==> src/rtl/piso_serializer_if.sv <==
// Handshake and serial-output bundle for piso_serializer.
// The upstream producer uses the master view and the serializer uses the slave view.
interface piso_serializer_if #(
  parameter int WIDTH = 8
);
  logic [WIDTH-1:0] din;
  logic             load;
  logic             ready;
  logic             x;
  logic             x_valid;
  logic             done;

  modport master (
    output din,
    output load,
    input  ready,
    input  x,
    input  x_valid,
    input  done
  );

  modport slave (
    input  din,
    input  load,
    output ready,
    output x,
    output x_valid,
    output done
  );
endinterface

==> src/rtl/piso_serializer.sv <==
// Parallel-in, serial-out word serializer with a ready/valid load handshake.
// Defining PISO_LSB_FIRST_EN sends bits LSB first; otherwise bits go MSB first.
module piso_serializer #(
  parameter int WIDTH = 8,
  parameter int CW    = $clog2(WIDTH)
) (
  input  logic               clk,
  input  logic               rst,
  piso_serializer_if.slave   bus
);

  localparam logic [CW-1:0] LAST = CW'(WIDTH - 1);

  typedef enum logic {
    IDLE  = 1'b0,
    SHIFT = 1'b1
  } state_t;

  state_t           state_q, state_d;
  logic [WIDTH-1:0] sr_q, sr_d;
  logic [CW-1:0]    cnt_q, cnt_d;
  logic             x_q, x_d;
  logic             x_valid_q, x_valid_d;
  logic             done_q, done_d;
  logic             last_bit;
  logic             accept;

`ifdef PISO_LSB_FIRST_EN
  function automatic logic head(input logic [WIDTH-1:0] v);
    return v[0];
  endfunction

  function automatic logic [WIDTH-1:0] advance(input logic [WIDTH-1:0] v);
    return {1'b0, v[WIDTH-1:1]};
  endfunction
`else
  function automatic logic head(input logic [WIDTH-1:0] v);
    return v[WIDTH-1];
  endfunction

  function automatic logic [WIDTH-1:0] advance(input logic [WIDTH-1:0] v);
    return {v[WIDTH-2:0], 1'b0};
  endfunction
`endif

  assign last_bit  = (state_q == SHIFT) && (cnt_q == LAST);
  assign bus.ready = !rst && ((state_q == IDLE) || last_bit);
  assign accept    = bus.load && bus.ready;

  always_comb begin
    state_d = state_q;
    sr_d    = sr_q;
    cnt_d   = cnt_q;
    if (accept) begin
      state_d = SHIFT;
      sr_d    = bus.din;
      cnt_d   = '0;
    end else if (state_q == SHIFT) begin
      if (last_bit) begin
        state_d = IDLE;
        sr_d    = '0;
        cnt_d   = '0;
      end else begin
        sr_d  = advance(sr_q);
        cnt_d = cnt_q + 1'b1;
      end
    end
    // Outputs are registered copies of what the next state presents, so x
    // always equals the head of sr while shifting.
    x_valid_d = (state_d == SHIFT);
    x_d       = x_valid_d && head(sr_d);
    done_d    = x_valid_d && (cnt_d == LAST);
  end

  always_ff @(posedge clk) begin
    if (rst) begin
      state_q   <= IDLE;
      sr_q      <= '0;
      cnt_q     <= '0;
      x_q       <= 1'b0;
      x_valid_q <= 1'b0;
      done_q    <= 1'b0;
    end else begin
      state_q   <= state_d;
      sr_q      <= sr_d;
      cnt_q     <= cnt_d;
      x_q       <= x_d;
      x_valid_q <= x_valid_d;
      done_q    <= done_d;
    end
  end

  assign bus.x       = x_q;
  assign bus.x_valid = x_valid_q;
  assign bus.done    = done_q;

endmodule
==> src/flat_wrapper.sv <==
// flat-port wrapper written by rule: the top's interface ports become plain ports
module piso_serializer_flat 
#(
  parameter int WIDTH = 8,
  parameter int CW    = $clog2(WIDTH)
)
  (clk, rst, bus_din, bus_load, bus_ready, bus_x, bus_x_valid, bus_done);
  piso_serializer_if #(.WIDTH(WIDTH)) bus_i ();
  input  logic clk;
  input  logic rst;
  input wire logic [$bits(bus_i.din)-1:0] bus_din;
  input wire logic [$bits(bus_i.load)-1:0] bus_load;
  output wire logic [$bits(bus_i.ready)-1:0] bus_ready;
  output wire logic [$bits(bus_i.x)-1:0] bus_x;
  output wire logic [$bits(bus_i.x_valid)-1:0] bus_x_valid;
  output wire logic [$bits(bus_i.done)-1:0] bus_done;
  assign bus_i.din = bus_din;
  assign bus_i.load = bus_load;
  assign bus_ready = bus_i.ready;
  assign bus_x = bus_i.x;
  assign bus_x_valid = bus_i.x_valid;
  assign bus_done = bus_i.done;
  piso_serializer #(.WIDTH(WIDTH), .CW(CW)) u_core (.clk(clk), .rst(rst), .bus(bus_i));
endmodule
==> config.mk <==
export PLATFORM = sky130hd
export DESIGN_NAME = piso_serializer_flat
export DESIGN_NICKNAME = d
export VERILOG_FILES = /design/src/rtl/piso_serializer_if.sv /design/src/rtl/piso_serializer.sv /design/src/flat_wrapper.sv
export SDC_FILE = /design/constraint.sdc
export NUM_CORES = 1
export LEC_CHECK = 0
export CAP_MARGIN = 5
export CORE_AREA = 4 4 41 43
export DETAILED_ROUTE_END_ITERATION = 16
export DIE_AREA = 0 0 45 47
export DONT_BUFFER_PORTS = 1
export GPL_TIMING_DRIVEN = 0
export PLACE_DENSITY = 0.64
export SKIP_CTS_REPAIR_TIMING = 1
export SYNTH_ARGS = -nofsm -noshare
export SYNTH_HDL_FRONTEND = slang
export SYNTH_SLANG_ARGS = --single-unit
==> constraint.sdc <==
create_clock -name clk -period 2.54 [get_ports clk]
set_clock_uncertainty 0.05 [all_clocks]
set_input_delay 0.381 -clock clk [delete_from_list [all_inputs] [get_ports clk]]
set_output_delay 0.381 -clock clk [all_outputs]
set_load 0.005 [all_outputs]
* After elaboration in Yosys (flattened, before gate mapping)
Index checks and enable logic that the tools add are counted.
** Operators by class
- Add/subtract/negate cells :: 1
- Multipliers :: 0
- Div/mod/pow operators :: 0
- $lt $le $gt $ge :: 0
- Eq/ne operators :: 2
- Shifts and indexed selects :: 0
- Mux-type cells :: 9
- Bitwise gates (word level) :: 1
- Reductions and logical operators :: 8
** Operator list (number)
- $mux W8 :: 3
- $mux W3 :: 3
- $eq A3 B3 Y1 const B :: 2
- $logic_and A1 B1 Y1 :: 5
- $add A3 B1 Y3 const B :: 1
- $mux W1 :: 3
- $reduce_bool A2 Y1 :: 1
- $logic_not A1 Y1 :: 1
- $logic_or A1 B1 Y1 :: 1
- $not A1 Y1 :: 1
** Word-level totals
- Register bits after elaboration :: 14
- Latch bits :: 0
- Bits in writable memories :: 0
- Bits in read-only memories :: 0
- Input port bits :: 11
- Output and inout bits :: 4
- Logic and storage cells :: 27
- Memories :: 0

* Logic depth before layout (Yosys ltp)
- Depth after elaboration :: 8
- Gate-level depth with buffers :: 7
- Gate-level depth less buffers :: 5

* Least setup slack after synthesis
Ideal clock, no wire load.
- Kind :: reg-to-output
- From :: register u_core.cnt_q[0]
- To :: output port bus_ready
- Arrival :: 1.235 ns
- Data required time :: 2.109 ns
- Path slack :: 0.874 ns
- Stages on the path, launching flop included :: 7
- Cells stage by stage :: dfxtp_1 ha_1 ha_1 buf_2 nor2b_1 buf_2 nor2_1
** Between the ends
- Longest elaborated chain between the ends :: 4
** Ends and longest elaborated chain
- from (decl) :: line piso_serializer.sv:21 : logic [CW-1:0] cnt_q, cnt_d;
- from (signal assigned) :: line piso_serializer.sv:86 : cnt_q <= cnt_d;
- $eq A3 B3 Y1 :: line piso_serializer.sv:46 : assign last_bit = (state_q == SHIFT) && (cnt_q == LAST);
- $logic_and A1 B1 Y1 :: line piso_serializer.sv:46
- $logic_or A1 B1 Y1 :: line piso_serializer.sv:47 : assign bus.ready = !rst && ((state_q == IDLE) || last_bit);
- $logic_and A1 B1 Y1 :: line piso_serializer.sv:47
- to (decl) :: line flat_wrapper.sv:13 : output wire logic [$bits(bus_i.ready)-1:0] bus_ready;
Every way passes these cells.

* Final worst setup path
Same ends and word-level chain as after synthesis.

==> metrics <==
status=complete, no violations; GPL Wtd Cong=0.687; reg2reg setup slack=0.82 ns; die area=2120 µm²; cell row count=13; area share of the leading cell type in the synthesized netlist=0.414; Worst EP required=2.11 ns; Synth async-reset ratio=0; synthesis-to-layout area growth=7.16%; internal power=0.296 mW; antenna-violating nets left=0; clk slew on worst S/H paths=0.09 ns; Final #Nets=86; n_diodes=0; M1 GR Usage=0.182; Tcrit/Tclk final=0.840; Critical Path Sink=bus_ready; Leak Pwr=0.260 nW; clk_lat worst skew=0.28 ns; sequential fraction of the synthesis area=0.414; vias in the first global route=438; Psw=0.103 mW; DRT iter0 DRCs=6; CTS Buffer Depth=2; port buffer count=0; GR Util All Layers=0.138; Commonest cells post-synth=dfxtp_1, a21oi_1, nand2_1; worst hold path class=in2reg; DRC viols=0; worst-margin pin slew=0.453 ns; layout cells sized above 1=0.222; final cell count without fillers=87; # clock sinks=13; Root Buffer=clkbuf_4; max_cap viols=0; GRT met2 Usage=0.181; unrepaired setup endpoints after global routing=no; most common cell in the netlist=dfxtp_1; yosys warns=0; synth unique cells=19; WS Path Type=reg2out; FF-to-FF Start=u_core.cnt_q[0]$_SDFF_PP0_; post-layout minimum cycle time=2.13 ns; CP max-delay cell=dfxtp_1; Flop pwr share=0.553; total gr overflow=0; EDFF count, synth=0; Core ar.=1300 µm²; total CTS buffers=3; grt met3 use=0.0498; crit end category=output pin; CP bufs+invs=2; Crit. Startpoint=u_core.cnt_q[0]$_SDFF_PP0_; Synth Register Bits=13; Avg WL per Cell=15.1 µm; Slew Limit Headroom=0.698; setup_tns=0 ns; vias=503; initial core utilization=0.484; Inst Count DP=83; Mapped Avg Cell Area=9.26 µm²; maximum vdd drop=0.340 mV; First-pass DRT Iterations=4; FMAX=469 MHz; IO Pins=15; startpoint types=flip-flop; WL final=1.32 mm; Reg-to-Reg End=u_core.bus.x$_SDFF_PP0_; setup violators final=0; Fill cells=140; Slew Limit Fails=0; Post-synth top flop=dfxtp_1; first-pass GRT wire length=2.05 mm; maximum fanout along the worst path=10; Via-to-Cell Ratio=5.78; Cell Pwr Density=593 nW/µm²; Chip Width=45 µm; Syn Nets=81; Synth Cell Area=629 µm²; grt peak-use layer=met1; CP arrival=1.70 ns; delay-heaviest family, CP=buffers and inverters; Clock power frac=0.332; Comb pwr share=0.115; Final Hold Viols=0; Critical Path Stages=6; die height=47 µm; Cells after Synth=68; top cells by area, synth=dfxtp_1, mux2_2, a32oi_1, a21oi_1, nand2_1; Worst R2R Path Depth=7; htree depth=1; Crit path largest cell delay=0.35 ns; sw frac=0.259; Yosys top cell by area=dfxtp_1; largest net degree at the start of global routing=11; initial antenna violation count=0; critical path cell sequence=ha_1, ha_1, buf_2, nor2b_1, buf_2, nor2_1; dpl hpwl=912 µm; CTS tree=yes
==> per-stage QoR <==
step / setup slack [ns] / power, mW / utilization / hold slack [ns] / area, µm²
after floorplan: 0.874 / 0.262 / - / 0.379 / 629
final: 0.407 / 0.400 / 0.518 / 0.111 / 674
after detailed placement: 0.710 / 0.272 / 0.498 / 0.403 / 648
after CTS: 0.396 / 0.401 / 0.518 / 0.107 / 674
after global placement: 0.720 / 0.271 / 0.498 / 0.399 / 648
after global routing: 0.267 / 0.413 / 0.518 / 0.110 / 674
==> final cells by class <==
| cell class | instances | area [µm²] | share of cell area |
|---|---|---|---|
| multi-input cells | 49 | 339 | 0.503 |
| flip-flops and latches | 13 | 260 | 0.386 |
| clock buffers | 4 | 26.3 | 0.0390 |
| plain buffers | 5 | 26.3 | 0.0390 |
| well taps | 15 | 18.8 | 0.0278 |
| inverters | 1 | 3.75 | 0.00557 |
==> metal layers <==
metal / wire length (µm) / up-vias
met4: 26 / 0
met1: 676 / 224
li1: - / 259
met5: 0 / -
met2: 505 / 16
met3: 108 / 4
==> worst reg2reg max path, stage by stage, from the launching register on <==
cell      delay, ns
dfxtp_1        0.35
ha_1           0.21
ha_1           0.17
buf_2          0.17
nor2b_1        0.20
buf_2          0.25
nand3b_1       0.13
a21oi_1        0.06
==> kinds of logic (layout without fill, tap and decap cells) <==
| family | Yosys count | count (layout) | synth area share |
|---|---|---|---|
| fa+ha+maj | 2 | 2 | 0.0398 |
| mux | 7 | 7 | 0.125 |
| compound gates | 18 | 18 | 0.199 |
| flops | 13 | 13 | 0.414 |
| simple gates | 22 | 22 | 0.175 |
| buf+inv | 6 | 10 | 0.0477 |
==> registers in the layout, indices dropped and copies added (netlist names) <==
signal and cells:
u_core.state_q 1, u_core.bus.done 1, u_core.cnt_q 3, u_core.bus.x 1, u_core.sr_q 7
==> layout by cell type, fill, tap and decap left out, types with 2 or more instances in the layout <==
master	n
dfxtp_1	13
nand2_1	9
a21oi_1	9
a32oi_1	7
mux2_2	7
nor2_1	6
buf_2	3
clkbuf_4	3
clkbuf_1	2
nand3b_1	2
ha_1	2
==> worst min-delay path by stage <==
stage	from	slack [ns]	cells past startpoint	end
floorplan	u_core.sr_q[6]$_SDFFE_PP0P_	0.38	2	u_core.bus.x$_SDFF_PP0_
finish	rst	0.11	1	u_core.sr_q[4]$_SDFFE_PP0P_
CTS	rst	0.11	1	u_core.sr_q[4]$_SDFFE_PP0P_
global route	rst	0.11	1	u_core.sr_q[3]$_SDFFE_PP0P_
global placement	u_core.sr_q[6]$_SDFFE_PP0P_	0.40	2	u_core.bus.x$_SDFF_PP0_
detailed placement	rst	0.40	1	u_core.sr_q[4]$_SDFFE_PP0P_
==> power groups by stage <==
stage	clock network (mW)	logic [mW]	registers, mW
5_1_grt	0.139	0.0519	0.222
3_3_place_gp	0	0.0456	0.225
6_report	0.133	0.0461	0.221
3_5_place_dp	0	0.0459	0.226
4_1_cts	0.134	0.0461	0.221
2_1_floorplan	0	0.0390	0.223
(Power assumes the default switching activity.)
